### src/rtl/rpsc_pkg.sv
// rtl/rpsc_pkg.sv - shared channel count, index type and state encoding for the fault sequencer
package rpsc_pkg;

    localparam int NUM_CH = 8;
    localparam int CNT_W  = 8;

    typedef logic [2:0] ch_idx_t;

    typedef enum logic [1:0] {
        ST_NORMAL   = 2'd0,
        ST_TRIPPED  = 2'd1,
        ST_CLEARING = 2'd2
    } state_t;

    // Lowest set bit wins, so scan from the top and let lower hits overwrite.
    function automatic ch_idx_t lowest_set(input logic [NUM_CH-1:0] v);
        ch_idx_t idx;
        idx = '0;
        for (int i = NUM_CH - 1; i >= 0; i--) begin
            if (v[i]) begin
                idx = ch_idx_t'(i);
            end
        end
        return idx;
    endfunction

endpackage

### src/rtl/rpsc_debounce.sv
// rtl/rpsc_debounce.sv - one fault channel: 2-flop synchronizer followed by a symmetric debounce counter
module rpsc_debounce
    import rpsc_pkg::*;
#(
    parameter int DEBOUNCE_CYCLES = 16
) (
    input  logic clk,
    input  logic reset,
    input  logic raw,
    output logic level
);

    logic             sync1;
    logic             sync2;
    logic [CNT_W-1:0] cnt;

    // Counter measures how long the synced input has disagreed with the output.
    always_ff @(posedge clk or posedge reset) begin
        if (reset) begin
            sync1 <= 1'b0;
            sync2 <= 1'b0;
            cnt   <= '0;
            level <= 1'b0;
        end else begin
            sync1 <= raw;
            sync2 <= sync1;
            if (sync2 == level) begin
                cnt <= '0;
            end else if (cnt == CNT_W'(DEBOUNCE_CYCLES - 1)) begin
                cnt   <= '0;
                level <= ~level;
            end else begin
                cnt <= cnt + CNT_W'(1);
            end
        end
    end

endmodule

### src/rtl/rpsc_fault_sequencer.sv
// rtl/rpsc_fault_sequencer.sv - debounced fault latching and trip/clear sequencing; RPSC_FIRST_OUT_EN adds first-out capture
module rpsc_fault_sequencer
    import rpsc_pkg::*;
#(
    parameter int DEBOUNCE_CYCLES = 16
) (
    input  logic       clk,
    input  logic       reset,
    input  logic [7:0] fault_in,
    input  logic       clear_req,
    output logic [7:0] fault_out,
    output logic [7:0] fault_la,
    output logic       trip,
    output logic [2:0] first_out,
    output logic       first_valid,
    output logic       clear_fail
);

    state_t            state;
    state_t            state_next;
    logic [NUM_CH-1:0] la_next;

    for (genvar i = 0; i < NUM_CH; i++) begin : g_ch
        rpsc_debounce #(
            .DEBOUNCE_CYCLES(DEBOUNCE_CYCLES)
        ) u_debounce (
            .clk   (clk),
            .reset (reset),
            .raw   (fault_in[i]),
            .level (fault_out[i])
        );
    end

    always_ff @(posedge clk or posedge reset) begin
        if (reset) begin
            state <= ST_NORMAL;
        end else begin
            state <= state_next;
        end
    end

    // Latches are empty in NORMAL, so any live fault there is a fresh trip.
    always_comb begin
        state_next = state;
        la_next    = fault_la | fault_out;
        case (state)
            ST_NORMAL: begin
                if (|fault_out) begin
                    state_next = ST_TRIPPED;
                end
            end
            ST_TRIPPED: begin
                if (clear_req) begin
                    state_next = ST_CLEARING;
                end
            end
            ST_CLEARING: begin
                la_next    = (fault_la & fault_out) | fault_out;
                state_next = (|la_next) ? ST_TRIPPED : ST_NORMAL;
            end
            default: begin
                state_next = ST_NORMAL;
            end
        endcase
    end

    always_comb begin
        trip = (state != ST_NORMAL);
    end

    always_ff @(posedge clk or posedge reset) begin
        if (reset) begin
            fault_la   <= '0;
            clear_fail <= 1'b0;
        end else begin
            fault_la   <= la_next;
            clear_fail <= (state == ST_CLEARING) && (|la_next);
        end
    end

`ifdef RPSC_FIRST_OUT_EN
    ch_idx_t first_q;
    logic    first_v_q;

    always_ff @(posedge clk or posedge reset) begin
        if (reset) begin
            first_q   <= '0;
            first_v_q <= 1'b0;
        end else if (state == ST_NORMAL && state_next == ST_TRIPPED) begin
            first_q   <= lowest_set(fault_out);
            first_v_q <= 1'b1;
        end else if (state != ST_NORMAL && state_next == ST_NORMAL) begin
            first_q   <= '0;
            first_v_q <= 1'b0;
        end
    end

    assign first_out   = first_q;
    assign first_valid = first_v_q;
`else
    assign first_out   = 3'd0;
    assign first_valid = 1'b0;
`endif

endmodule

### config.mk
export PLATFORM = sky130hd
export DESIGN_NAME = rpsc_fault_sequencer
export DESIGN_NICKNAME = d
export VERILOG_FILES = /design/src/rtl/rpsc_pkg.sv /design/src/rtl/rpsc_debounce.sv /design/src/rtl/rpsc_fault_sequencer.sv
export SDC_FILE = /design/constraint.sdc
export NUM_CORES = 1
export LEC_CHECK = 0
export CAP_MARGIN = 0
export CORE_MARGIN = 1.5
export CORE_UTILIZATION = 58
export DETAILED_ROUTE_END_ITERATION = 8
export PLACE_DENSITY = 0.75
export SETUP_SLACK_MARGIN = 0.2
export SLEW_MARGIN = 40
export SYNTH_ARGS = -nofsm -noshare
export SYNTH_HDL_FRONTEND = slang
export SYNTH_SLANG_ARGS = --single-unit
### constraint.sdc
create_clock -name clk -period 3.5 [get_ports clk]
set_clock_uncertainty 0.2 [all_clocks]
set_input_delay 0.35 -clock clk [delete_from_list [all_inputs] [get_ports clk]]
set_output_delay 0.35 -clock clk [all_outputs]
set_load 0.03 [all_outputs]
==> results by stage <==
Status:
- The run finished with clean final reports.

Synthesis:
- The async set or reset register ratio after synthesis is 100.0%.
- The cell type with the highest aggregate area in the netlist is dfrtp_1.
- The dominant register cell in the synthesized netlist is dfrtp_1.
- Synthesis produced a netlist whose cell count is around 380.
- By count the netlist is led by dfrtp_1 (99), or3_1 (32), a21oi_1 (31), o21ai_0 (24), nor2_1 (23).
- After synthesis the netlist holds a flip-flop and latch count of a little under 100.
- Yosys printed 0 warnings.
- The synthesized netlist occupies a cell area of roughly 4300 um2.
- The count of flip-flops with a built-in enable after synthesis is 0.
- The cell with the most instances after synthesis is dfrtp_1.
- The area share of the largest cell type after synthesis is a little under three fifths.
- After synthesis, the mean cell area works out to roughly 11 um2.
- Yosys attributes the largest share of cell area to dfrtp_1 (57%), or3_1 (4.6%), a21oi_1 (3.6%).
- Counting distinct cell types in the post-synthesis netlist gives 33.
- The share of the Yosys chip area taken by registers is 57.34%.

Route:
- In the routed design, unresolved DRC markers number 0.
- In the final routed layout, each cell accounts on average for around 14 um.
- The number of vias per cell after detailed routing is ~5.6.
- The via count of the routed design is slightly below 3000.
- For this run, the detailed router's first-pass iteration total came to 4.
- The DRC violation total after the first TritonRoute iteration is 133.
- The wire length reported by the detailed router is 7167 um.
- The remaining antenna violation count after routing is 0.

Cells and area:
- The net total in the final layout is ~430.
- The area growth from synthesis to layout is 13.61%.
- The layout has a little under 600 filler cells.
- The sequential cell area in the final layout is about 2500 um2.
- The post-route netlist has about a tenth of its cells at a drive strength greater than 1.
- The final standard cell count with taps included and fillers excluded is between 500 and 600.
- The area of combinational cells with multiple inputs is around 1700 um2.
- The repair_antennas step left the layout with diodes totalling 0.

Power:
- Of the total power, the clock network draws around 39%.
- Summed over all cells, the static leakage comes to roughly 0.0022 uW.
- The share of total power dissipated in combinational logic is about 6.3%.
- The power per standard cell area is 451.4 nW/um2.
- The switching power is 481.8 uW.
- The worst supply voltage drop on vdd is between 0.2 and 0.3 mV.
- The internal portion of total power is ~1700 uW.
- The share of total power dissipated in sequential elements is a little under three fifths.
- The net switching fraction of the power is 21.75%.

Timing:
- The sum of negative setup slack is 0 ns.
- The post-route worst setup slack is ~1.3 ns.
- Derived from the worst setup path, the maximum achievable clock frequency is 457.1 MHz.
- In the finished design, the share of the clock period the worst path needs comes to a little over three fifths.
- Headroom to the max-slew limit came out at between 50% and 60%.
- The final max-slew violation count is 0.
- The worst-margin pin slew is just over 0.6 ns.
- Counting I/O delays and the setup requirement, the final critical path takes ~2.2 ns.
- The total count of hold-check failures in the final report was 0.
- The number of failing setup endpoints in the final timing report is 0.
- Setup repair after global routing left no endpoint under its margin.

GRT:
- The pin count of the biggest net entering global routing is 43.
- The via count of the first global-routing pass is ~2800.
- The global-route wire length before repair is 12130 um.
- In the global route stage, overall resource usage came out at around a fifth.
- The leftover overflow at the end of global routing is 0.
- The number of antenna violations at the first check in global routing came to 0.

Place:
- Counting tap cells, the placed design contains a total of between 400 and 500 instances.
- Routability-driven placement finished with a final weighted congestion of roughly 0.77.
- The placed wire-length estimate is a little over 5000 um.
- The pre-CTS setup slack is around 1.7 ns.
- Port buffering added 28 buffers.

Clock tree:
- After clock tree synthesis, the clock-pin slew on the worst setup and hold paths is 0.08 ns.
- The buffer cell driving the clock tree root is clkbuf_8.
- The sink count of the clock tree is a little under 100.
- The post-CTS resize count is 0.
- The number of buffers created by CTS is 9.
- TritonCTS built the clock tree.
- Counting along the longest clock path gives a buffer depth of 2.
- In this run the number of H-tree levels came out at 3.
- Hold repair after CTS inserted 0 buffers.
- The number of setup buffers added after CTS is 0.
- The insertion delay of the later-clocked pin in the worst-skew pair is approximately 0.35 ns.

Critical path:
- The kind of end point of the critical path is a primary output.
- Along the worst path, the maximum fanout reaches 4.
- The arrival time reported for the critical path endpoint is approximately 1.6 ns.
- The worst setup path is launched from a register.
- In this run the register-to-register setup slack is about 1.8 ns.
- For the worst setup path, the data required time is slightly below 3 ns.
- The worst setup path is of the reg -> out kind.

Floorplanning:
- The die area is 7975 um2.
- The cell row count is 31.
- Measured along the x axis, the die boundary spans just under 90 um.
- Once the floorplan was initialized, standard cells occupied ~60% of the core.
- The die span in y is about 89 um.
- The standard cell core area is 7214 um2.
- During I/O placement, the number of pins put on the boundary was 33.

Flow run:
- The tool flagged a number of max-cap violations equal to 0.

Hold path:
- In this run the worst hold path is classified as reg -> reg.
==> placed cells by master (no fill, tap or decap), types with 8 or more instances in the layout <==
cell,count
mux2_1,8
clkdlybuf4s50_1,28
a21oi_1,31
dfrtp_1,99
clkbuf_8,10
ha_1,8
xnor2_1,16
o21ai_0,24
nand2_1,20
nand4_1,8
nor4_2,8
or3_1,32
nor2b_1,12
inv_1,8
nor2_1,23
a21o_1,8
nand3_1,13
==> registers in the layout (all words and copies together) (netlist names) <==
signal,cells
state,2
g_ch.u_debounce.sync2,8
clear_fail,1
g_ch.u_debounce.level,8
fault_la,8
g_ch.u_debounce.sync1,8
g_ch.u_debounce.cnt,64
==> cells by family (layout without fill, tap and decap cells) <==
logic type / count (synthesis) / count (layout) / synth area share [%]
flops: 99 / 99 / 57.34
compound gates: 82 / 82 / 11.67
xor+xnor: 20 / 20 / 4.054
mux: 8 / 8 / 2.085
buf+inv: 22 / 56 / 2.954
other cells: 1 / 4 / 0.08680
simple gates: 138 / 138 / 19.49
fa+ha+maj: 8 / 8 / 2.317
==> final timing paths <==
| check | startpoint | to | depth (start not counted) |
|---|---|---|---|
| max | state[0]$_DFFE_PP0P_ | trip | 2 |
| min | g_ch[1].u_debounce.sync1$_DFF_PP0_ | g_ch[1].u_debounce.sync2$_DFF_PP0_ | 0 |
| max reg2reg | g_ch[5].u_debounce.cnt[4]$_DFF_PP0_ | g_ch[5].u_debounce.level$_DFFE_PP0P_ | 3 |
| min reg2reg | g_ch[1].u_debounce.sync1$_DFF_PP0_ | g_ch[1].u_debounce.sync2$_DFF_PP0_ | 0 |
| max in group asynchronous | reset | g_ch[7].u_debounce.cnt[7]$_DFF_PP0_ | 3 |
| min in group asynchronous | reset | g_ch[5].u_debounce.cnt[4]$_DFF_PP0_ | 2 |
==> power groups by stage <==
stage	Sequential, uW	Combinational (uW)	Clock, uW
floorplan	1250	90.1	0
global placement	1240	139	0
detailed placement	1240	142	0
CTS	1220	143	883
global route	1230	158	926
finish	1220	140	856
==> stage by stage <==
step / total power (uW) / util [%] / hold WS, ns / instance area, um2
finish: 2215 / 68.04 / 0.1529 / 4908
global route: 2310 / 68.04 / 0.1609 / 4908
CTS: 2247 / 68.04 / 0.1544 / 4908
detailed placement: 1385 / 64.69 / 0.1347 / 4667
global placement: 1380 / 64.69 / 0.1327 / 4667
floorplan: 1335 / - / 0.1312 / 4332
==> worst max-delay path, cell delays in order, from the launching register on <==
cell and delay, ns:
dfrtp_1 0.41, or2_2 0.30, clkdlybuf4s50_1 0.59
==> metal layers <==
layer	part of all wire, %	up-vias	track usage [%]
met5	0	-	0
met4	1.4	0	6.853
met3	3.3	7	5.725
met2	50	47	33.01
met1	45	1426	26.54
li1	-	1418	-
==> final cells by class <==
cell class,count,share of cell area [%]
clock buffer,11,2.880
clock inverter,5,2.039
inverter,9,0.7392
multi-input combinational,260,35.18
sequential,99,50.47
tap,99,2.524
timing repair buffer,31,6.169
No activity file was read; power rests on OpenSTA's default activity.
